**config.mk**
```make
export PLATFORM = sky130hd
export DESIGN_NAME = led_access_host_flat
export DESIGN_NICKNAME = d
export VERILOG_FILES = /design/src/rtl/led_access_host_if.sv /design/src/rtl/led_access_host.sv /design/src/flat_wrapper.sv
export SDC_FILE = /design/constraint.sdc
export NUM_CORES = 1
export LEC_CHECK = 0
export ABC_AREA = 1
export CELL_PAD_IN_SITES_DETAIL_PLACEMENT = 1
export CELL_PAD_IN_SITES_GLOBAL_PLACEMENT = 1
export CORE_MARGIN = 3
export CORE_UTILIZATION = 35
export CTS_BUF_LIST = sky130_fd_sc_hd__clkbuf_16
export DETAILED_ROUTE_END_ITERATION = 8
export PLACE_DENSITY_LB_ADDON = 0.1
export SETUP_SLACK_MARGIN = 0.1
export SYNTH_ARGS = -nofsm -noshare
export SYNTH_HDL_FRONTEND = slang
export SYNTH_SLANG_ARGS = --single-unit
```
**constraint.sdc**
```tcl
create_clock -name CLK -period 1.6 [get_ports CLK]
set_input_delay 0.4 -clock CLK [delete_from_list [all_inputs] [get_ports CLK]]
set_output_delay 0.4 -clock CLK [all_outputs]
set_load 0.05 [all_outputs]
```
**src/rtl/led_access_host_if.sv**
```systemverilog
// LED status interface: one LED state bit driven by a host and read by the
// LED control block. HOST/master drive State; CTRL/slave observe it.
interface LED_IF;
  logic State;

  modport HOST   (output State);
  modport CTRL   (input  State);
  modport master (output State);
  modport slave  (input  State);
endinterface

```
**src/rtl/led_access_host.sv**
```systemverilog
// led_access_host: watches cartridge bus strobes for accesses to the TF
// register window and drives the Nextor activity LED. It also sequences the
// boot LED from reset until the boot loader reports done or a timeout
// expires.
// Optional feature macro: LED_ACCESS_COUNT_EN enables the saturating TF
// access counter; without it AccessCount is tied to zero.
module led_access_host #(
  parameter logic [15:0] TF_BASE      = 16'h7FF0,
  parameter logic [15:0] TF_MASK      = 16'hFFF0,
  parameter int unsigned HOLD         = 1024,
  parameter int unsigned BOOT_TIMEOUT = 214_800_000
) (
  input  logic        CLK,
  input  logic        RESET_n,
  input  logic        BusStrobe_n,
  input  logic [15:0] BusAddr,
  input  logic        TfBusy,
  input  logic        BootDone,
  input  logic        BootRestart,
  LED_IF.HOST         LedNextor,
  LED_IF.HOST         LedBoot,
  output logic        BootTimeout,
  output logic [15:0] AccessCount
);

  localparam int HW = $clog2(HOLD + 1);
  localparam int BW = $clog2(BOOT_TIMEOUT);
  localparam logic [HW-1:0] HOLD_V = HW'(HOLD);
  localparam logic [BW-1:0] BOOT_TC = BW'(BOOT_TIMEOUT - 1);
  localparam logic LED_STATE_OFF = 1'b0;
  localparam logic LED_STATE_ON  = 1'b1;

  typedef enum logic {N_OFF, N_ON} n_state_e;
  typedef enum logic [1:0] {B_RUN, B_DONE, B_TMO} b_state_e;

  // Strobe synchronizer, captured address and registered hit event
  logic        s1_q, s1_d, s2_q, s2_d, s3_q, s3_d;
  logic [15:0] addr_q, addr_d;
  logic        hit_q, hit_d;

  // Nextor activity FSM
  n_state_e    n_state_q, n_state_d;
  logic [HW-1:0] hcnt_q, hcnt_d;
  logic        nled_q, nled_d;
  logic        trig_s;

  // Boot sequencing FSM
  b_state_e    b_state_q, b_state_d;
  logic [BW-1:0] bcnt_q, bcnt_d;
  logic        bled_q, bled_d;
  logic        tmo_q, tmo_d;

  // Synchronize the strobe, latch the address on its first low sample, and
  // flag a TF hit one clock after the synchronized falling edge appears.
  always_comb begin
    s1_d = BusStrobe_n;
    s2_d = s1_q;
    s3_d = s2_q;
    if (s1_q && !BusStrobe_n) begin
      addr_d = BusAddr;
    end else begin
      addr_d = addr_q;
    end
    hit_d = s3_q & ~s2_q & ((addr_q & TF_MASK) == (TF_BASE & TF_MASK));
  end

  // Front-end registers
  always_ff @(posedge CLK) begin
    if (!RESET_n) begin
      s1_q   <= 1'b1;
      s2_q   <= 1'b1;
      s3_q   <= 1'b1;
      addr_q <= 16'h0000;
      hit_q  <= 1'b0;
    end else begin
      s1_q   <= s1_d;
      s2_q   <= s2_d;
      s3_q   <= s3_d;
      addr_q <= addr_d;
      hit_q  <= hit_d;
    end
  end

  // Nextor next state: any hit or busy (re)loads the hold counter; the LED
  // drops on the clock where the counter would expire with no new trigger.
  always_comb begin
    n_state_d = n_state_q;
    hcnt_d    = hcnt_q;
    trig_s    = hit_q | TfBusy;
    case (n_state_q)
      N_OFF: begin
        if (trig_s) begin
          n_state_d = N_ON;
          hcnt_d    = HOLD_V;
        end else begin
          n_state_d = N_OFF;
          hcnt_d    = hcnt_q;
        end
      end
      N_ON: begin
        if (trig_s) begin
          hcnt_d = HOLD_V;
        end else if (hcnt_q == HW'(1)) begin
          n_state_d = N_OFF;
          hcnt_d    = hcnt_q - HW'(1);
        end else begin
          hcnt_d = hcnt_q - HW'(1);
        end
      end
      default: begin
        n_state_d = N_OFF;
        hcnt_d    = '0;
      end
    endcase
    nled_d = (n_state_d == N_ON) ? LED_STATE_ON : LED_STATE_OFF;
  end

  // Nextor state, hold counter and registered LED output
  always_ff @(posedge CLK) begin
    if (!RESET_n) begin
      n_state_q <= N_OFF;
      hcnt_q    <= '0;
      nled_q    <= LED_STATE_OFF;
    end else begin
      n_state_q <= n_state_d;
      hcnt_q    <= hcnt_d;
      nled_q    <= nled_d;
    end
  end

  // Boot next state: done beats terminal count, restart in B_RUN only
  // clears the count, and done is ignored once boot has finished.
  always_comb begin
    b_state_d = b_state_q;
    bcnt_d    = bcnt_q;
    tmo_d     = tmo_q;
    case (b_state_q)
      B_RUN: begin
        if (BootDone) begin
          b_state_d = B_DONE;
        end else if (BootRestart) begin
          bcnt_d = '0;
        end else if (bcnt_q == BOOT_TC) begin
          b_state_d = B_TMO;
          tmo_d     = 1'b1;
        end else begin
          bcnt_d = bcnt_q + BW'(1);
        end
      end
      B_DONE, B_TMO: begin
        if (BootRestart) begin
          b_state_d = B_RUN;
          bcnt_d    = '0;
          tmo_d     = 1'b0;
        end else begin
          b_state_d = b_state_q;
        end
      end
      default: begin
        b_state_d = B_RUN;
        bcnt_d    = '0;
        tmo_d     = 1'b0;
      end
    endcase
    bled_d = (b_state_d == B_RUN) ? LED_STATE_ON : LED_STATE_OFF;
  end

  // Boot state, run counter, timeout flag and registered LED output
  always_ff @(posedge CLK) begin
    if (!RESET_n) begin
      b_state_q <= B_RUN;
      bcnt_q    <= '0;
      tmo_q     <= 1'b0;
      bled_q    <= LED_STATE_ON;
    end else begin
      b_state_q <= b_state_d;
      bcnt_q    <= bcnt_d;
      tmo_q     <= tmo_d;
      bled_q    <= bled_d;
    end
  end

`ifdef LED_ACCESS_COUNT_EN
  logic [15:0] cnt_q, cnt_d;

  // Saturating count of TF window hits
  always_comb begin
    if (hit_q && (cnt_q != 16'hFFFF)) begin
      cnt_d = cnt_q + 16'd1;
    end else begin
      cnt_d = cnt_q;
    end
  end

  // Access counter register, cleared only by reset
  always_ff @(posedge CLK) begin
    if (!RESET_n) begin
      cnt_q <= 16'h0000;
    end else begin
      cnt_q <= cnt_d;
    end
  end

  assign AccessCount = cnt_q;
`else
  assign AccessCount = 16'h0000;
`endif

  assign LedNextor.State = nled_q;
  assign LedBoot.State   = bled_q;
  assign BootTimeout     = tmo_q;

endmodule
```
**src/flat_wrapper.sv**
```systemverilog
// flat-port wrapper written by rule: the top's interface ports become plain ports
module led_access_host_flat 
#(
  parameter logic [15:0] TF_BASE      = 16'h7FF0,
  parameter logic [15:0] TF_MASK      = 16'hFFF0,
  parameter int unsigned HOLD         = 1024,
  parameter int unsigned BOOT_TIMEOUT = 214_800_000
)
  (CLK, RESET_n, BusStrobe_n, BusAddr, TfBusy, BootDone, BootRestart, BootTimeout, AccessCount, LedNextor_State, LedBoot_State);
  LED_IF LedNextor_i ();
  LED_IF LedBoot_i ();
  input  logic CLK;
  input  logic RESET_n;
  input  logic BusStrobe_n;
  input  logic [15:0] BusAddr;
  input  logic TfBusy;
  input  logic BootDone;
  input  logic BootRestart;
  output logic BootTimeout;
  output logic [15:0] AccessCount;
  output wire logic [$bits(LedNextor_i.State)-1:0] LedNextor_State;
  output wire logic [$bits(LedBoot_i.State)-1:0] LedBoot_State;
  assign LedNextor_State = LedNextor_i.State;
  assign LedBoot_State = LedBoot_i.State;
  led_access_host #(.TF_BASE(TF_BASE), .TF_MASK(TF_MASK), .HOLD(HOLD), .BOOT_TIMEOUT(BOOT_TIMEOUT)) u_core (.CLK(CLK), .RESET_n(RESET_n), .BusStrobe_n(BusStrobe_n), .BusAddr(BusAddr), .TfBusy(TfBusy), .BootDone(BootDone), .BootRestart(BootRestart), .LedNextor(LedNextor_i), .LedBoot(LedBoot_i), .BootTimeout(BootTimeout), .AccessCount(AccessCount));
endmodule
```
* After elaboration in Yosys (flattened, before gate mapping)
Cells that the tools add are included.
Cells by class: $add $sub $neg 2, reductions and logical operators 7, equality and inequality tests 11, mux-type cells 24, bitwise logic cells 5
Operator list (count):
- two-way mux 28 bit | 4
- one-hot mux 28 bit (2 select lines) | 1
- adder 28 x 1 -> 28 bit (second input constant) | 1
- equality test 28 bit (second input constant) | 1
- two-way mux 11 bit | 2
- one-hot mux 11 bit (2 select lines) | 1
- equality test 12 x 11 -> 1 bit (second input constant) | 1
- equality test 11 x 1 -> 1 bit (second input constant) | 1
- subtractor 11 x 1 -> 11 bit (second input constant) | 1
- two-way mux 1 bit | 9
- two-way mux 2 bit | 4
- inequality test 2 bit (second input constant) | 3
- logical NOT 2 bit | 2
- inequality test 2 x 1 -> 1 bit (second input constant) | 2
- one-hot mux 1 bit (2 select lines) | 2
- one-hot mux 2 bit (2 select lines) | 1
- AND reduction 4 bit | 1
- inequality test 3 bit (second input constant) | 1
- AND reduction 3 bit | 1
- AND 1 bit | 2
- equality test 2 x 1 -> 1 bit (second input constant) | 1
- equality test 2 bit (second input constant) | 1
- inverter 1 bit | 2
- OR reduction 2 bit | 1
- 3 further kinds | 3
Word-level totals: output and inout port bits 19, register bits after elaboration 65

* Depth between registers and ports, before layout
depth in word-level cells 7, mapped depth 13, depth with buffers taken out 12

* Worst setup path after synthesis
Ideal clock, no wire load.
kind register -> register, start point register u_core.b_state_q[0], end point register u_core.bcnt_q[2], arrival time 1519 ps, period minus slack after synthesis 1634 ps, buffers on the path 1, setup slack -34 ps, cell stages (with the launch flop) 11, path through dfxtp_1 inv_1 ha_1 nand2_2 inv_2 a21oi_4 nand2_1 nand2_2 buf_6 nand3_1 and3_1
On the way: cells in the longest elaborated chain, start to end 4, elaborated cells on any way between the ends 9, classes of those cells 5 x eq/ne; 1 x mux; 3 x reduce/logical
Ends and longest elaborated chain:
- start: declaration | line led_access_host.sv:48 | b_state_e b_state_q, b_state_d;
- start signal: assignment | line led_access_host.sv:176 | b_state_q <= b_state_d;
- equality test 2 x 1 -> 1 bit / equality test 2 bit (equally long branches) | line led_access_host.sv:137 | case (b_state_q)
- OR reduction 2 bit | line led_access_host.sv:137
- inequality test 2 bit (no line)
- AND reduction 3 bit (no line)
- end signal: assignment | line led_access_host.sv:177 | bcnt_q <= bcnt_d;
- end: declaration | line led_access_host.sv:49 | logic [BW-1:0] bcnt_q, bcnt_d;
Several ways; a longest one is shown, not always the timed one. A chain may end at the register's enable or synchronous reset.

* Final worst setup path
start point register u_core.bcnt_q[1], end point register u_core.bcnt_q[20]
On the way: cells in the longest elaborated chain, start to end 5, elaborated cells on any way between the ends 8, classes of those cells 1 x add/sub; 2 x eq/ne; 4 x mux; 1 x reduce/logical
Ends and longest elaborated chain:
- adder 28 x 1 -> 28 bit | line led_access_host.sv:147 | bcnt_d = bcnt_q + BW'(1);
- two-way mux 28 bit | line led_access_host.sv:143 | end else if (bcnt_q == BOOT_TC) begin
- two-way mux 28 bit | line led_access_host.sv:141 | end else if (BootRestart) begin
- two-way mux 28 bit | line led_access_host.sv:139 | if (BootDone) begin
- one-hot mux 28 bit (2 select lines) | line led_access_host.sv:137
Several ways; a longest one is shown, not always the timed one. The select of a mux whose other input is x is not followed.

==> results.md <==
- The library cell used most frequently in the layout, excluding fill and tap cells, is nand2_1.
- The number of clock sinks seen by CTS is 60.
- In this run the tool buffered the top-level ports with 20 buffer cells.
- The number of placed I/O pins is 41.
- The final count of hold timing violations was 0.
- The CTS clock-pin slew for the worst setup and hold paths is around 60 ps.
- Dividing the final minimum period by the clock period gives 110%.
- The capture point of the worst path is u_core.bcnt_q[20]$_SDFFE_PN0P_.
- The pin count of the biggest net entering global routing is 18.
- In this run the deepest clock path goes through 2 buffers.
- The post-detailed-placement half-perimeter wirelength is 7.15 mm.
- The number of antenna cells inserted is 0.
- Global routing consumed, over all layers together, 21.3% of the routing resources.
- For this run, the number of Yosys warnings is 0.
- The total die area is just over 10000 µm².
- The finished cells cover about 4800 µm².
- Once placement completed, the tool counted placed cells totaling between 600 and 700.
- The tree is rooted in a clkbuf_16.
- The share of the yosys chip area belonging to registers is a little under two fifths.
- Dividing the detail-routed via count by the number of cells gives between 4 and 5.
- For this run, the top clock speed supported by timing is 569 MHz.
- In this run the register-to-register setup slack is -160 ps.
- In this run the vertical extent of the chip is 102 µm.
- The count of nets left with antenna violations after detail routing is 0.
- The starting utilization of the core area is 36.4%.
- Counting flops with an async set or reset pin after synthesis yields a share of 0%.
- The type of the worst setup path is register to register.
- Clock skew on the completed layout was measured at 6.68 ps.
- The number of filler cells placed in the layout is 1116.
- After detailed routing, the number of remaining DRC violations is 0.
- The congestion estimate from routability-driven global placement came to between 0.8 and 0.9.
- The net count of the finished layout is 614.
- The final count of pins violating max slew is 0.
- Tracing the worst setup path back leads to its startpoint at u_core.bcnt_q[1]$_SDFFE_PN0P_.
- The worst register-to-register path ends at u_core.bcnt_q[20]$_SDFFE_PN0P_.
- In this run the cell area of the synthesized design comes to roughly 3200 µm².
- The max-cap violation count is 0.
- TritonCTS built the clock tree.
- In the synthesized netlist the dominant register cell turns out to be dfxtp_1.
- Each instance of the synthesized netlist takes up on average 6.50 µm².
- Power spread over the standard cell area amounts to about 920 nW/µm².
- The number of clock buffers added by TritonCTS is 9.
- The initial antenna violation count is 0.
- The via count of the first global-routing pass is approximately 3600.
- The region available for standard cell placement spans between 8000 and 9000 µm².
- The final standard cell count with taps included and fillers excluded is 700.
- Setup repair after global routing could not meet its margin everywhere.
- The source-to-sink clock delay at the later pin of the worst-skew pair is between 300 and 400 ps.
- In this run the horizontal extent of the chip is approximately 100 µm.
- The post-route minimum period is 1760 ps.
- For the worst flop-to-flop path, the logic depth is 14.
- Dividing the detail-routed wire length by the instance count gives 15.1 µm.
- The number of H-tree levels is 3.
- After technology mapping, the gate count stands at just under 500.
- The worst path required time is about 1800 ps.
- The maximum resistive drop on vdd is 421 µV.
- The count of flip-flops with a built-in enable after synthesis is 0.
- The count of state elements after synthesis is 60.
- The first-pass detailed-route iteration total is 4.
- STA classifies the critical path endpoint as a register.
- The site row count is 34.
- Setup violations remaining at the end of the flow were counted as 27.
- The startpoint of the worst-slack reg-to-reg timing path is u_core.bcnt_q[1]$_SDFFE_PN0P_.
- In the post-route analysis, the smallest setup slack over all paths is -158 ps.
- The remaining global-route overflow is 0.
- The worst hold path belongs to the class register to register.
- The first-iteration detailed-routing DRC count is between 60 and 70.
- The final reports fail on negative setup slack.
- The distinct cell type count of the synthesized netlist is 34.
- After clock tree synthesis, the flow added hold-fix buffers numbering 0.
- The run finished, with violations left.
- Cells with a size suffix above 1 make up a little under a third of the layout.
- In this run the static leakage power is around 0.0020 µW.
- Detailed routing inserted a total of ~3500 vias.
- In the layout the commonest cells are nand2_1, nor2_1, buf_4, inv_1, dfxtp_1.
- STA classifies the critical path startpoint as a register.
- In this run the worst path has a maximum fanout of 6.
- The layout overhead on the synthesized area is 48.5%.
- The total placed instance area is between 3000 and 4000 µm².
- The wire length of the first global-routing pass is between 15 and 20 mm.
- Data on the critical path arrives at its endpoint at approximately 2000 ps.
- The final layout contains routed wiring with a total length of 10.6 mm.
- Across all hold checks on the routed design, the worst slack comes to about 440 ps.
[cell usage after synthesis, types with 2 or more instances]
cell type | count | area, µm²
buf_4 | 18 | 135
inv_1 | 65 | 244
o21a_1 | 3 | 22.5
nand4_1 | 8 | 50.1
nand2_2 | 3 | 18.8
nand3_1 | 35 | 175
dfxtp_1 | 60 | 1200
nor4_1 | 3 | 18.8
clkbuf_1 | 3 | 11.3
ha_1 | 5 | 62.6
or2_2 | 4 | 25.0
a21oi_1 | 27 | 135
o21ai_0 | 25 | 125
nand2_1 | 101 | 379
buf_2 | 2 | 10.0
nor2_1 | 94 | 353
o21bai_1 | 3 | 22.5
nor3_1 | 14 | 70.1
and3_1 | 2 | 12.5
inv_2 | 4 | 15.0
[area by class of cell]
class / instances / area, µm² / area share, %
Inverter: 69 / 264 / 5.55
Sequential cell: 60 / 1210 / 25.4
Timing Repair Buffer: 92 / 857 / 18.0
Clock buffer: 9 / 225 / 4.73
Clock inverter: 7 / 92.6 / 1.94
Tap cell: 108 / 135 / 2.84
Multi-Input combinational cell: 355 / 1980 / 41.6
[layer usage]
metal  vias to the layer above  global-route usage [%]  share of wire (%)
li1                       1726                       -                  -
met1                      1664                    25.1                 43
met2                        47                    38.2                 52
met3                        15                    4.48                2.9
met4                         0                    7.46                1.9
met5                         -                       0                  0
[worst min-delay path by stage]
stage / end / cells past startpoint / slack, ps / startpoint
final: u_core.s2_q$_SDFF_PN1_ / 2 / 440 / u_core.s1_q$_SDFF_PN1_
after global routing: u_core.s3_q$_SDFF_PN1_ / 1 / 480 / u_core.s2_q$_SDFF_PN1_
after CTS: u_core.s2_q$_SDFF_PN1_ / 2 / 440 / u_core.s1_q$_SDFF_PN1_
after detailed placement: u_core.s2_q$_SDFF_PN1_ / 2 / 420 / u_core.s1_q$_SDFF_PN1_
after global placement: u_core.s2_q$_SDFF_PN1_ / 2 / 420 / u_core.s1_q$_SDFF_PN1_
after floorplan: u_core.s2_q$_SDFF_PN1_ / 2 / 390 / u_core.s1_q$_SDFF_PN1_
[logic make-up (layout without fill, tap and decap cells)]
family	count (synthesis)	count (layout)	synth area share (%)
buf+inv	93	177	13.3
simple gates	268	268	35.5
flops	60	60	37.5
xor+xnor	1	1	0.273
fa+ha+maj	5	5	1.95
other cells	1	16	0.117
compound gates	65	65	11.4
[sequential cells by signal (all words and copies together) (netlist names)]
register              flops
u_core.s2_q               1
u_core.LedBoot.State      1
u_core.b_state_q          2
u_core.hit_q              1
u_core.n_state_q          1
u_core.s1_q               1
u_core.hcnt_q            11
u_core.addr_q            12
u_core.bcnt_q            28
u_core.BootTimeout        1
u_core.s3_q               1
[worst max-delay path, cell delays in order, from the launching register on]
cell and delay, ps:
dfxtp_2 350, ha_4 150, inv_4 40, nor2_4 160, buf_6 120, inv_2 30, nor2_2 110, nand2_2 90
nand2_2 120, nand2_4 90, clkbuf_16 170, nand3_2 70, nand2_1 50, nand2_1 60, nor2_1 40
[power breakdown]
part	switching (µW)	internal, µW	total [µW]
sequential	38.5	1550	1590
clock	727	1360	2080
combinational	423	294	717
total	1190	3200	4390
[stage by stage]
step | setup slack [ps] | setup TNS (ps) | util [%] | total power (µW)
after floorplan | 70.8 | 0 | - | 1980
after global placement | -400 | -10610 | 45.4 | 2180
after detailed placement | -438 | -12310 | 45.4 | 2200
after CTS | -99.1 | -1490 | 52.1 | 4390
after global routing | -232 | -4970 | 54.1 | 4580
final | -158 | -2520 | 54.1 | 4390
[repair_timing]
action / 4_1_cts / 5_1_grt
buffers inserted: 7 / 3
gates cloned: 1 / 2
resized for setup: 60 / 46
setup endpoints to repair: 34 / 38
pin swaps: 17 / 23
(Power assumes the default switching activity.)
==> edit 1, RTL diff (same settings) <==
`BOOT_TIMEOUT` is set to 214_800_000 in 2 places; all go to 107_400_000.
--- a/src/rtl/led_access_host.sv
+++ b/src/rtl/led_access_host.sv
@@ -10,3 +10,3 @@
   parameter int unsigned HOLD         = 1024,
-  parameter int unsigned BOOT_TIMEOUT = 214_800_000
+  parameter int unsigned BOOT_TIMEOUT = 107_400_000
 ) (
--- a/src/flat_wrapper.sv
+++ b/src/flat_wrapper.sv
@@ -6,3 +6,3 @@
   parameter int unsigned HOLD         = 1024,
-  parameter int unsigned BOOT_TIMEOUT = 214_800_000
+  parameter int unsigned BOOT_TIMEOUT = 107_400_000
 )
Formal check against the unedited RTL: no difference found for any inputs over 10 cycles, from zero or initial values and one cycle with RESET_n low; that may be too few to reach the edited logic, so the function may still have changed.
==> edit 1 against the unedited design <==
  * The run still ends with setup timing left
  * Synthesized cell count fell by 2.4%
  * Area after synthesis fell by 0.86%
  * Critical path depth fell by 5
  * Sequential cell count fell by 1
  * Cell area rose by 11%
  * Setup slack barely moved
  * Wire length rose by 33%
  * Non-clock buffer count rose by 29
  * First-iteration DRC count rose by 110%
  * Largest power group unchanged
  * Total power rose by 3.9%
==> edit 1: results (changes against the unedited design) <==
[status]
outcome=finished with violations
violations=setup timing

[power_and_ir_drop]
switching_share=0.2909  ; +0.02027
pwr.group.sequential_mw=1.56
p_comb_frac=0.192  ; +0.029
power_density_mw_per_mm2=865.2  ; -6.2%
ir_worst_vdd_mv=0.5162  ; +22%
leakagePower_nw=2.274  ; +16%

[synth]
synth_area_leaders=dfxtp_1, nand2_1, nor2_1
synth_fa_ha_area_frac=0.01969  ; +0.0001690
synth_common_cells=nand2_1, nor2_1, inv_1
yosysUniqueCellTypes=35  ; +2.9%
synth_compound_area_frac=0.1098  ; -0.004131
synth.yosys.seq_area_share=0.3717  ; -0.003054
ys.flop_type=dfxtp_1
synthCells=481  ; -2.4%
synth_xor_xnor_area_share=0.002756  ; +0.00002367

[global_routing]
grt.busiest_layer=met2
grt_pass1_wl_um=19130  ; +11%
grt_use_met1=0.2916  ; +0.04107
grt_usage=0.2384  ; +0.02501
grt_pass1_vias=3839  ; +6.6%
use_met2=0.4110  ; +0.02867
grt_util_met3=0.04683  ; +0.002066

[timing]
finalSetupViolCount=25  ; -7.4%
finClkSkew_ps=7.275  ; +0.5953 ps
timing.final.ws_setup_ps=-158.0  ; +0.004000 ps
worst_hold_slack_ps=453.6  ; +16.82 ps
final.setup.tns_ps=-1548  ; +970.2 ps

[hold_path]
holdPathStages=1  ; -1
worstHoldEndpoint=u_core.hcnt_q[8]
hp-start=u_core.hcnt_q[8]

[clock_network]
postCtsSetupRepairBufs=17  ; +10
clk_latency_ps=340
cts.root.buffer_cell=clkbuf_16
hold_buffers=0  ; unchanged
cts.repair.resized=111  ; +85%
path_clk_slew_ps=60  ; about the same

[place]
placedCellCount=675  ; +0.30%
placed_cell_area_mm2=0.004049  ; +1.3%
gp_congestion=0.8642  ; +7.9%
hpwlAfterDp_um=7223  ; +1.0%
pre_cts_slack_ps=-438.3  ; +0.03900 ps

[setup_path]
crit_slowest_cell=dfxtp_1
worstPathArrival_ps=2030  ; +50 ps
crit_start=u_core.bcnt_q[14]
cp-endpoint=u_core.bcnt_q[17]
reg2regPathDepth=9  ; -5
r2r_slack_ps=-160  ; about the same
critPathTopFamily=simple AND/OR/NAND/NOR gates
crit_path_max_fanout=4  ; -2

[layout]
reg_top3=u_core.bcnt_q: 27 flops, u_core.addr_q: 12 flops, u_core.hcnt_q: 11 flops
drive_gt1_frac=0.4412  ; +0.1219
final_cells=720  ; +2.9%
nets=634  ; +3.3%

[routing]
vias_per_cell=5.267  ; +6.8%
dr.pass1.iters=5  ; +1
initialDrtViolationCount=130  ; +110%
post_drt_wl_per_cell_um=19.61  ; +30%

==> edit 1: changes by cell type in the layout (fill, tap and decap cells not counted), moves of 7 or more <==
| cell | before | now |
|---|---|---|
| nand2_4 | 4 | 14 |
| buf_4 | 60 | 82 |
| buf_6 | 6 | 14 |
| inv_1 | 58 | 48 |
| dfxtp_1 | 54 | 45 |
| nor2_4 | 6 | 13 |
| nand2_1 | 91 | 65 |
| nor2_1 | 74 | 65 |
| nand2_2 | 9 | 26 |
==> edit 1: per-layer routing <==
layer	up-vias	wire length, um
met3	54	819
met2	155	7101
li1	1747	-
met4	0	560
met5	-	0
met1	1836	5638
==> edit 1: layout make-up <==
class | instances | area, um^2
multi-input cells | 349 | 2238
fillers | 1057 | 3490
repair buffers | 121 | 1110
clock inverters | 7 | 92.59
well taps | 108 | 135.1
clock buffers | 9 | 225.2
flip-flops and latches | 59 | 1211
inverters | 67 | 261.5
==> edit 2, RTL diff (same flow settings) <==
Without the edit above. Register the output `BootTimeout` once more; this adds one clock of latency there. The other outputs are not delayed to match.
--- a/src/rtl/led_access_host.sv
+++ b/src/rtl/led_access_host.sv
@@ -210,3 +210,5 @@
   assign LedBoot.State   = bled_q;
-  assign BootTimeout     = tmo_q;
+  always_ff @(posedge CLK) begin
+    BootTimeout <= tmo_q;
+  end
 
Check against the original RTL: same outputs for any inputs over 10 cycles, from zero or initial values and one cycle with RESET_n low; that may be too few to reach the edited logic, so the function may still have changed.
==> edit 2 against the unedited design <==
  * The flow still finishes with violations (setup timing)
  * Area after synthesis increased by 2.1%
  * Cell area increased by 4.2%
  * Combinational power increased by 6.4%
  * Non-clock buffer count increased by 15
  * Total power increased by 5.6%
  * Fmax increased by 1.8%
  * Highest routed layer unchanged
  * Clock skew about the same
  * Setup slack improved by 31 ps
  * Via count increased by 2.2%
  * Count of clock-buffer cells in the layout unchanged
  * Sequential cell count increased by 1
  * Cell count increased by 1.6%
  * Wire length increased by 8.0%
==> edit 2: results (changes against the unedited design) <==
[global_routing]
grt_pass1_wl_um=17630  ; +2.3%
grt_usage=0.2163  ; +0.002913
grt_start_max_net_pins=15  ; -3
grt_pass1_vias=3645  ; +1.2%

[status]
violations=setup timing
outcome=finished with violations

[place]
hpwlAfterDp_um=7281  ; +1.8%
gp_congestion=0.8075  ; +0.84%
portBuffers=20  ; unchanged

[hold_path]
hp-start=u_core.tmo_q
worstHoldEndpoint=u_core.BootTimeout
holdCritPathClass=flop to flop
holdPathStages=0  ; -2

[synth]
yosys_warnings=0  ; unchanged
synth_common_cells=nor2_1, nand2_1, dfxtp_1
synth.yosys.seq_area_share=0.3732  ; -0.001476
yosysMostFrequentCell=nor2_1
yosysUniqueCellTypes=36  ; +5.9%
synth_area_leaders=dfxtp_1, nor2_1, nand2_1

[timing]
finClkSkew_ps=7.180  ; +0.4998 ps
finalSetupViolCount=28  ; +3.7%
timing.final.ws_setup_ps=-126.6  ; +31.46 ps

[layout]
drive_gt1_frac=0.3549  ; +0.03564
nets=625  ; +1.8%
reg_top3=u_core.bcnt_q: 28 flops, u_core.addr_q: 12 flops, u_core.hcnt_q: 11 flops

[power_and_ir_drop]
leakagePower_nw=2.131  ; +8.6%
ir_worst_vdd_mv=0.5035  ; +19%

[setup_path]
regToRegEndpoint=u_core.bcnt_q[18]
reg2regPathDepth=11  ; -3
crit_path_max_fanout=4  ; -2
worstPathArrival_ps=1940  ; -40 ps

[routing]
vias_per_cell=4.962  ; +0.62%
initialDrtViolationCount=102  ; +67%
post_drt_wl_per_cell_um=16.07  ; +6.4%
dr.pass1.iters=4  ; unchanged

[clock_network]
cts_buffers=9  ; unchanged
path_clk_slew_ps=60  ; about the same
clk_latency_ps=330  ; about the same
clock-sinks=61  ; +1.7%
cts-htree-levels=3  ; unchanged

-- edit 2: changes by cell type after synthesis, moves of 5 or more --
cell,change
inv_1,-12
a21oi_1,-9
nor2_1,+9
nor3_1,-6
nand2_1,-5
nand3_1,-5
-- edit 2: per-stage QoR --
step / hold slack [ps] / cell area [um^2] / worst slack, ps / cells / TNS (ps)
6_report: 362.9 / 4959 / -126.6 / 711 / -2055
5_1_grt: 374.2 / 4959 / -234.0 / 711 / -4713
3_5_place_dp: 364.8 / 4034 / -447.0 / 673 / -12540
2_1_floorplan: 330.8 / 3348 / 89.78 / 506 / 0
4_1_cts: 367.5 / 4745 / -136.3 / 705 / -1708
3_3_place_gp: 342.2 / 4034 / -370.8 / 673 / -10180
-- edit 2: final cells by class --
class	instances	area, um^2
fillers	1137	3933
inverters	60	232.7
multi-input cells	359	2032
clock buffers	9	225.2
flip-flops and latches	61	1234
repair buffers	107	984.7
well taps	108	135.1
clock inverters	7	115.1
-- edit 2: critical path, cell delays in order, from the launching register on --
cell	delay (ps)
dfxtp_2	350
ha_4	150
inv_4	40
nor2_4	190
nand3_2	130
nor2_4	150
nand3_4	100
buf_4	140
nand4_1	120
nor2_1	60
nor2_1	120
nor2_1	60
-- edit 2: timing repair --
item	in CTS	in global routing
cloned	2	0
hold buffers	0	0
setup endpoints to repair	34	39
buffers inserted	14	8
pin swaps	20	21
resized for setup	70	50
-- edit 2: report_power, final --
group          switching, mW  internal [mW]
Sequential            0.0360           1.58
Combinational          0.431          0.332
Clock                  0.746           1.52
-- edit 2: kinds of logic after synthesis --
family / Yosys count / synth area share
buffers and inverters: 86 / 0.1277
AOI/OAI and AO/OA: 63 / 0.1132
DFF: 61 / 0.3732
and+or+nand+nor: 274 / 0.3629
other: 1 / 0.001146
adders and majority gates: 5 / 0.01912
xor gates and xnor gates: 1 / 0.002677
-- edit 2: worst max-delay path by stage --
stage	endpoint	slack [ps]	depth (start not counted)	from
final	u_core.bcnt_q[18]	-130	11	u_core.bcnt_q[1]
after global routing	u_core.bcnt_q[13]	-230	10	u_core.bcnt_q[1]
after CTS	u_core.bcnt_q[18]	-140	11	u_core.bcnt_q[0]
after detailed placement	u_core.bcnt_q[27]	-450	12	BootRestart
after global placement	u_core.bcnt_q[27]	-370	11	BootRestart
after floorplan	u_core.bcnt_q[22]	90	11	u_core.b_state_q[1]
-- edit 2: metal layers --
metal  vias to the layer above  share of wire  global-route usage
met5                         -              0                   0
met4                         0          0.028             0.09284
met3                        26          0.029             0.03112
met2                        57           0.52              0.3838
met1                      1684           0.43              0.2590
li1                       1761              -                   -
